==> src/rtl/xinput_pkg.sv <==
// xinput_pkg: XInput OUT report constants and parser state encoding.
package xinput_pkg;
  localparam logic [7:0] XOUT_TYPE_RUMBLE = 8'h00;
  localparam logic [7:0] XOUT_TYPE_LED = 8'h01;
  localparam int XOUT_LEN_RUMBLE = 8;
  localparam int XOUT_LEN_LED = 3;
  localparam logic [3:0] XOUT_LED_MAX = 4'hD;
  typedef enum logic [1:0] {ST_IDLE, ST_RECV, ST_CHECK} xout_state_e;
endpackage

==> src/rtl/xout_pkt_framer.sv <==
// xout_pkt_framer: frames the EP01 byte stream into packets using an idle-gap timeout.
module xout_pkt_framer
  import xinput_pkg::*;
#(
  parameter int GAP_CYCLES = 256,
  parameter int MAX_BYTES = 8,
  localparam int CW = $clog2(MAX_BYTES + 1),
  localparam int GW = $clog2(GAP_CYCLES)
) (
  input  logic                   clk,
  input  logic                   rstn,
  input  logic [7:0]             in_data,
  input  logic                   in_valid,
  output logic                   frame_done,
  output logic [8*MAX_BYTES-1:0] frame_buf,
  output logic [CW-1:0]          frame_cnt,
  output logic                   frame_ovf,
  output logic                   busy
);
  xout_state_e state_q, state_d;
  logic [8*MAX_BYTES-1:0] buf_q, buf_d;
  logic [CW-1:0] cnt_q, cnt_d;
  logic [GW-1:0] gap_q, gap_d;
  logic ovf_q, ovf_d, late_q, late_d;
  always_comb begin
    state_d = state_q;
    buf_d = buf_q;
    cnt_d = cnt_q;
    gap_d = gap_q;
    ovf_d = ovf_q;
    late_d = late_q;
    frame_done = 1'b0;
    case (state_q)
      ST_IDLE: if (in_valid) begin
        buf_d[7:0] = in_data;
        cnt_d = CW'(1);
        gap_d = '0;
        ovf_d = 1'b0;
        state_d = ST_RECV;
      end
      ST_RECV: if (in_valid) begin
        if (cnt_q < CW'(MAX_BYTES)) begin
          buf_d[{cnt_q, 3'b000} +: 8] = in_data;
          cnt_d = cnt_q + CW'(1);
        end else ovf_d = 1'b1;
        gap_d = '0;
      end else if (gap_q == GW'(GAP_CYCLES - 1)) begin
        frame_done = 1'b1;
        state_d = ST_CHECK;
      end else gap_d = gap_q + GW'(1);
      default: begin
        late_d = late_q | in_valid;
        state_d = ST_IDLE;
      end
    endcase
  end
  always_ff @(posedge clk) begin
    if (!rstn) begin
      state_q <= ST_IDLE;
      buf_q <= '0;
      cnt_q <= '0;
      gap_q <= '0;
      ovf_q <= 1'b0;
      late_q <= 1'b0;
    end else begin
      state_q <= state_d;
      buf_q <= buf_d;
      cnt_q <= cnt_d;
      gap_q <= gap_d;
      ovf_q <= ovf_d;
      late_q <= late_d;
    end
  end
  assign frame_buf = buf_q;
  assign frame_cnt = cnt_q;
  assign frame_ovf = ovf_q;
  assign busy = state_q != ST_IDLE;
endmodule

==> src/rtl/xinput_out_parser.sv <==
// xinput_out_parser: decodes XInput rumble/LED OUT reports and holds the last command.
// Optional XOUT_PKT_STATS_EN adds saturating good/error packet counters.
module xinput_out_parser
  import xinput_pkg::*;
#(
  parameter int GAP_CYCLES = 256,
  parameter int MAX_BYTES = 8
) (
  input  logic        clk,
  input  logic        rstn,
  input  logic        usb_rstn,
  input  logic [7:0]  ep01_data,
  input  logic        ep01_valid,
  output logic [7:0]  rumble_left,
  output logic [7:0]  rumble_right,
  output logic        rumble_update,
  output logic [3:0]  led_cmd,
  output logic        led_update,
  output logic        pkt_error,
  output logic        busy
`ifdef XOUT_PKT_STATS_EN
  ,
  output logic [15:0] good_cnt,
  output logic [15:0] err_cnt
`endif
);
  localparam int CW = $clog2(MAX_BYTES + 1);
  logic clr_n, done, ovf, is_rumble, is_led, unused_bytes;
  logic [8*MAX_BYTES-1:0] fbuf;
  logic [CW-1:0] fcnt;
  logic [7:0] left_q, left_d, right_q, right_d;
  logic [3:0] led_q, led_d;
  logic rum_upd_q, rum_upd_d, led_upd_q, led_upd_d, err_q, err_d;
  assign clr_n = rstn & usb_rstn;
  xout_pkt_framer #(.GAP_CYCLES(GAP_CYCLES), .MAX_BYTES(MAX_BYTES)) u_framer (
    .clk(clk), .rstn(clr_n), .in_data(ep01_data), .in_valid(ep01_valid),
    .frame_done(done), .frame_buf(fbuf), .frame_cnt(fcnt), .frame_ovf(ovf), .busy(busy)
  );
  assign unused_bytes = ^fbuf[8*MAX_BYTES-1:40];
  always_comb begin
    is_rumble = fcnt == CW'(XOUT_LEN_RUMBLE) && fbuf[7:0] == XOUT_TYPE_RUMBLE
             && fbuf[15:8] == 8'(XOUT_LEN_RUMBLE) && !ovf;
    is_led = fcnt == CW'(XOUT_LEN_LED) && fbuf[7:0] == XOUT_TYPE_LED
          && fbuf[15:8] == 8'(XOUT_LEN_LED) && fbuf[23:16] <= {4'h0, XOUT_LED_MAX} && !ovf;
    rum_upd_d = done && is_rumble;
    led_upd_d = done && is_led;
    err_d = done && !is_rumble && !is_led;
    left_d = rum_upd_d ? fbuf[31:24] : left_q;
    right_d = rum_upd_d ? fbuf[39:32] : right_q;
    led_d = led_upd_d ? fbuf[19:16] : led_q;
  end
  always_ff @(posedge clk) begin
    if (!clr_n) begin
      left_q <= '0;
      right_q <= '0;
      led_q <= '0;
      rum_upd_q <= 1'b0;
      led_upd_q <= 1'b0;
      err_q <= 1'b0;
    end else begin
      left_q <= left_d;
      right_q <= right_d;
      led_q <= led_d;
      rum_upd_q <= rum_upd_d;
      led_upd_q <= led_upd_d;
      err_q <= err_d;
    end
  end
  assign rumble_left = left_q;
  assign rumble_right = right_q;
  assign rumble_update = rum_upd_q;
  assign led_cmd = led_q;
  assign led_update = led_upd_q;
  assign pkt_error = err_q;
`ifdef XOUT_PKT_STATS_EN
  logic [15:0] good_q, good_d, bad_q, bad_d;
  always_comb begin
    good_d = (rum_upd_q || led_upd_q) && good_q != 16'hFFFF ? good_q + 16'd1 : good_q;
    bad_d = err_q && bad_q != 16'hFFFF ? bad_q + 16'd1 : bad_q;
  end
  always_ff @(posedge clk) begin
    if (!clr_n) begin
      good_q <= '0;
      bad_q <= '0;
    end else begin
      good_q <= good_d;
      bad_q <= bad_d;
    end
  end
  assign good_cnt = good_q;
  assign err_cnt = bad_q;
`endif
endmodule

==> config.mk <==
export PLATFORM = sky130hd
export DESIGN_NAME = xinput_out_parser
export DESIGN_NICKNAME = d
export VERILOG_FILES = /design/src/rtl/xinput_pkg.sv /design/src/rtl/xout_pkt_framer.sv /design/src/rtl/xinput_out_parser.sv
export SDC_FILE = /design/constraint.sdc
export NUM_CORES = 1
export LEC_CHECK = 0
export BUFFER_PORTS_ARGS = -buffer_cell sky130_fd_sc_hd__buf_2
export CORE_MARGIN = 2
export CORE_UTILIZATION = 44
export DETAILED_ROUTE_END_ITERATION = 16
export PLACE_DENSITY = 0.7
export SETUP_SLACK_MARGIN = 0.3
export SYNTH_ARGS = -nofsm -noshare
export SYNTH_HDL_FRONTEND = slang
export SYNTH_SLANG_ARGS = --single-unit
==> constraint.sdc <==
create_clock -name clk -period 6.1 [get_ports clk]
set_input_delay 0.305 -clock clk [delete_from_list [all_inputs] [get_ports clk]]
set_output_delay 0.305 -clock clk [all_outputs]
set_load 0.1 [all_outputs]
### Yosys cells after proc, flatten, opt, wreduce, memory -nomap -nowiden

Index checks and enable logic that the tools add are counted.

* word-level logic and storage cells: 81
* output and inout port bits: 24
* bits in registers: 102
* bits of input ports: 12

* reduce and logical (&&, ||, !) cells: 23
* bitwise operators: 1
* $add $sub $neg: 3
* shift operators: 2
* magnitude comparators: 2
* eq/ne operators: 14
* mux-type cells: 24

Operators by type and width (count)
* $bwmux W64: 1
* $shift A8 B9 Y64 const A: 1
* $shiftx A8 B9 Y64: 1
* $mux W8: 6
* $pmux W8 S2: 2
* $mux W4: 3
* $logic_and A1 B1 Y1: 11
* $neg A7 Y9: 1
* $reduce_and A3 Y1: 3
* $add A8 B1 Y8 const B: 1
* $eq A8 B1 Y1 const B: 1
* $eq A8 B2 Y1 const B: 1
* $eq A8 B4 Y1 const B: 1
* $eq A8 B8 Y1 const B: 1
* $le A8 B4 Y1 const B: 1
* $logic_not A8 Y1: 1
* $ne A2 B2 Y1 const B: 4
* $pmux W4 S2: 1
* $reduce_and A4 Y1: 2
* $mux W1: 6
* $mux W2: 3
* $add A4 B1 Y4 const B: 1
* $eq A4 B2 Y1 const B: 1
* $eq A4 B4 Y1 const B: 1
* 10 further kinds: 14

### Logic depth before layout (Yosys ltp)

* depth in word-level cells: 7
* depth in mapped cells: 8
* depth with buffers taken out: 6

### Hierarchy

A second synthesis with hierarchy kept.

* cells, all modules: 442
* area total of the unflattened synthesis: 4219.0 um^2

By module, submodules not included
* xout_pkt_framer: area an instance 3195.6 um^2, instances 1, sequential area each 1581.5 um^2, cells each 325
* xinput_out_parser: area an instance 1023.5 um^2, instances 1, sequential area each 460.4 um^2, cells each 117

### Worst setup path after synthesis

No wires, ideal clock.

* path type: register -> register
* start: register u_framer.cnt_q[0], in the netlist u_framer.frame_cnt[0]
* end: register left_q[0], in the netlist rumble_left[0]
* setup slack: 4.018 ns
* clock period less this slack: 2.082 ns
* required time: 6.028 ns
* cell stages (with the launch flop): 8
* path buffers: 1
* arrival time: 2.010 ns
* library setup time: 0.072 ns
* path through: dfxtp_1 inv_1 ha_1 nand2_1 or4_1 nor3_4 buf_8 mux2i_1

* cells in the longest elaborated chain, start to end: 5

Ends and longest elaborated chain
* start, declared: RTL line xout_pkt_framer.sv:22 `logic [CW-1:0] cnt_q, cnt_d;`
* start signal, assigned: RTL line xout_pkt_framer.sv:68 `cnt_q <= cnt_d;`
* $eq A4 B4 Y1: RTL line xinput_out_parser.sv:41 `is_rumble = fcnt == CW'(XOUT_LEN_RUMBLE) && fbuf[7:0] == XOUT_TYPE_RUMBLE`
* $logic_and A1 B1 Y1: RTL line xinput_out_parser.sv:41
* $logic_and A1 B1 Y1 (2 in series): RTL line xinput_out_parser.sv:42 `&& fbuf[15:8] == 8'(XOUT_LEN_RUMBLE) && !ovf;`
* $logic_and A1 B1 Y1: RTL line xinput_out_parser.sv:45 `rum_upd_d = done && is_rumble;`
* end signal, assigned: RTL line xinput_out_parser.sv:61 `left_q <= left_d;`
* end, declared: RTL line xinput_out_parser.sv:31 `logic [7:0] left_q, left_d, right_q, right_d;`

Every way passes these cells.
A chain may end at the register's enable or synchronous reset.

### Final worst setup path

* start: register u_framer.cnt_q[0], in the netlist u_framer.frame_cnt[0]
* end: register u_framer.buf_q[31], in the netlist u_framer.frame_buf[31]

* cells in the longest elaborated chain, start to end: 3
* elaborated cells between the ends (all ways): 6
* those cells by class: add/sub (1); order compare (1); shift (2); mux (1); reduce/logical (1)

Ends and longest elaborated chain
* $neg A7 Y9: RTL line xout_pkt_framer.sv:43 `buf_d[{cnt_q, 3'b000} +: 8] = in_data;`
* $shiftx A8 B9 Y64 / $shift A8 B9 Y64 (equally long branches): RTL line xout_pkt_framer.sv:43
* $bwmux W64: RTL line xout_pkt_framer.sv:43
* end signal, assigned: RTL line xout_pkt_framer.sv:67 `buf_q <= buf_d;`
* end, declared: RTL line xout_pkt_framer.sv:21 `logic [8*MAX_BYTES-1:0] buf_q, buf_d;`

Several ways; a longest one is shown, not always the timed one.

==> summary.txt <==
Clock tree
  • Total CTS buffers: 9
  • Reg clk slew, reported paths: 80 ps
  • Resized cells post-CTS: 0
  • # clock sinks: slightly below 80
  • CTS tree: yes
  • Clk Latency, worst-skew pair: between 300 and 400 ps
  • CTS hold repair buffers: 0
  • Number of setup buffers added after CTS: 0
  • CTS H-tree lvls: 3
  • CTS root buffer: clkbuf_8
  • Maximum buffer depth of the clock tree: 2

Cells and area
  • Diodes inserted: 0
  • Register Area: 1560 µm²
  • Multi-input logic area: around 1900 µm²
  • Share of cells above drive strength 1: 14.8%
  • Nets: about 460
  • Area delta synth->final: 12.1%
  • Final instance area: 4080 µm²
  • # fillers: around 800

Global route
  • Initial antenna violation count: 0
  • Tot GR Track Use: 19.8%
  • Total gr overflow: 0
  • First-pass GRT wire length: 13.8 mm
  • Vias in the first global route: 2834
  • Largest net degree at the start of global routing: 49

Setup path
  • Worst reg2reg path depth: 7
  • RR Endpoint: u_framer.frame_buf[31]
  • R2r setup slk: 3110 ps
  • CP required: 6360 ps
  • Largest stage delay on the critical path: around 730 ps
  • Crit-path slowest cell: dfxtp_1
  • CP endpoint kind: flop
  • Maximum fanout along the worst path: 19
  • Worst path arrival time: around 3200 ps
  • Setup CP Type: reg2reg
  • Worst-path cell chain: inv_1 -> ha_1 -> and2_0 -> a21oi_1 -> buf_4 -> nor3_1 -> a41o_1
  • R2R Path Start: u_framer.frame_cnt[0]
  • CP Launch Type: flop

Synthesis
  • Yosys reg bits: 78
  • Syn_area_per_cell: ~8.6 µm²
  • Top-count cell post-synth: dfxtp_1
  • Main area contributors after synthesis: dfxtp_1, mux2i_1, a21oi_1
  • Post-Syn Instances: 421
  • Synth async-reset ratio: 0%
  • Net Count, Synth: 438
  • Seq/Total Area, Yosys: 42.9%
  • Top cells by count, synth: dfxtp_1, nand2_1, a21oi_1, mux2i_1, nand3_1
  • Yosys warning total: 0
  • Largest area contributor in the netlist: dfxtp_1
  • Synth cell types: 56
  • Syn Std Cell Area: about 3600 µm²
  • Post-synth EDFFs: 0
  • Synth top area share: 42.9%
  • Ys flop type: dfxtp_1

Hold path
  • Hold wc startpoint: ep01_data[0]
  • WHS Endpoint: u_framer.frame_buf[16]
  • Hold path cells: 3
  • Tightest Hold Check Type: in2reg

STA
  • Fin Clk Skew: around 14 ps
  • RSZ-0062 raised after global routing: no
  • Final min period: 2990 ps
  • Final cycle utilization of the critical path: 49.0%
  • Hold Vio Cnt, Final: 0
  • Final setup violation count: 0
  • Max-slew violations: 0
  • F_max: 335 MHz
  • Worst rel slew slack: roughly a third
  • Worst slew pin tran: 1000 ps
  • Total Neg Setup Slack: 0 ps

Drt
  • Starting DRT DRC Count: 214
  • Routed WL: 8.51 mm
  • DR WL/cell: roughly 15 µm
  • Drt first pass iters: 4
  • DR vias: between 3000 and 4000
  • DRC viols: 0
  • Vias/cell: 5.68
  • Routed Antenna Nets: 0

Floorplanning
  • Die width: roughly 95 µm
  • Rows: 33
  • CORE AREA: 8130 µm²
  • Starting density of the core: approximately 45%
  • Die Ht: 94.9 µm
  • Die area: ~9000 µm²
  • IO Pins: 36

Pwr
  • Seq pwr share: roughly half
  • PD cells: 256 nW/µm²
  • Leak: 1.43 nW
  • Peak VDD IR: 0.0969 mV
  • Sw Ratio: 23.7%
  • NetSw: 0.247 mW
  • Clock power frac: 45.7%
  • Pint: 0.797 mW
  • Combinational Power Share: 5.0%

Place
  • DP Area: 3830 µm²
  • I/O Buffers: 35
  • RD Place Congestion: 0.880
  • Post-DP HPWL: 5.72 mm

Run
  • Max-Cap Viols: 0

Status
  • Status: complete, no violations
[cell families (layout without fill, tap and decap cells)]
kind of cell / count (synthesis) / in the layout / share of synthesized area, %
simple gates: 183 / 183 / 27.5
buf+inv: 38 / 64 / 4.71
mux: 30 / 30 / 8.29
fa+ha+maj: 5 / 5 / 1.72
flops: 78 / 78 / 42.9
compound gates: 87 / 87 / 14.9
[layout make-up]
cell class | count | share of cell area [%]
timing repair buffer | 38 | 4.85
sequential | 78 | 38.3
multi-input combinational | 305 | 46.7
inverter | 10 | 0.920
clock buffer | 9 | 3.04
tap | 105 | 3.22
clock inverter | 7 | 3.01
[routing by layer]
layer / vias to the layer above / GRT usage [%] / wire length [µm]
li1: 1569 / - / -
met1: 1475 / 27.6 / 4020
met2: 79 / 30.0 / 3870
met3: 11 / 3.51 / 473
met4: 0 / 8.70 / 149
met5: - / 0 / 0
[power groups by stage]
stage | combinational, mW | clock [mW] | sequential (mW)
5_1_grt | 0.0574 | 0.503 | 0.516
2_1_floorplan | 0.0372 | 0 | 0.525
3_3_place_gp | 0.0512 | 0 | 0.527
6_report | 0.0524 | 0.477 | 0.515
4_1_cts | 0.0522 | 0.482 | 0.515
3_5_place_dp | 0.0518 | 0 | 0.527
[sequential cells by signal (all words and copies together), names as in the netlist, 2 cells and up]
| register | count |
|---|---|
| led_cmd | 4 |
| rumble_left | 8 |
| rumble_right | 8 |
| u_framer.frame_buf | 40 |
| u_framer.frame_cnt | 4 |
| u_framer.gap_q | 8 |
| u_framer.state_q | 2 |
[layout by cell type, fill, tap and decap left out, drive strengths merged, types with 11 or more instances in the layout]
cell type	instances
nand2b	12
a21oi	40
o21ai	15
nand2	51
nor2	26
o31ai	17
nand3	27
dfxtp	78
buf	38
nand4	11
mux2i	29
[how the worst max path moves through the flow]
stage	startpoint	to	slack, ps	cells past startpoint
2_1_floorplan	u_framer.frame_cnt[0]	rumble_left[0]	4020	7
3_3_place_gp	u_framer.frame_cnt[0]	u_framer.frame_buf[31]	3280	7
3_5_place_dp	u_framer.frame_cnt[0]	u_framer.frame_buf[31]	3160	7
4_1_cts	u_framer.frame_cnt[0]	u_framer.frame_buf[31]	3150	7
5_1_grt	u_framer.frame_cnt[0]	u_framer.frame_buf[31]	2820	7
6_report	u_framer.frame_cnt[0]	u_framer.frame_buf[31]	3110	7
[stage by stage]
stage / utilization [%] / std cells / power, mW / hold slack (ps) / worst slack (ps)
2_1_floorplan: - / 421 / 0.562 / 438 / 4020
3_3_place_gp: 47.1 / 536 / 0.578 / 439 / 3280
3_5_place_dp: 47.1 / 536 / 0.579 / 444 / 3160
4_1_cts: 50.1 / 552 / 1.05 / 251 / 3150
5_1_grt: 50.1 / 552 / 1.08 / 272 / 2820
6_report: 50.1 / 552 / 1.04 / 258 / 3110
[critical path: cells and delay by family, from the launching register on]
| family | cells | cell delay [ps] |
|---|---|---|
| AO/OA/AOI/OAI | 2 | 960 |
| flip-flops | 1 | 730 |
| buffers and inverters | 2 | 540 |
| AND/OR/NAND/NOR | 2 | 330 |
| adder cells (fa/ha/maj) | 1 | 320 |
Power figures use the tool's default switching activity.
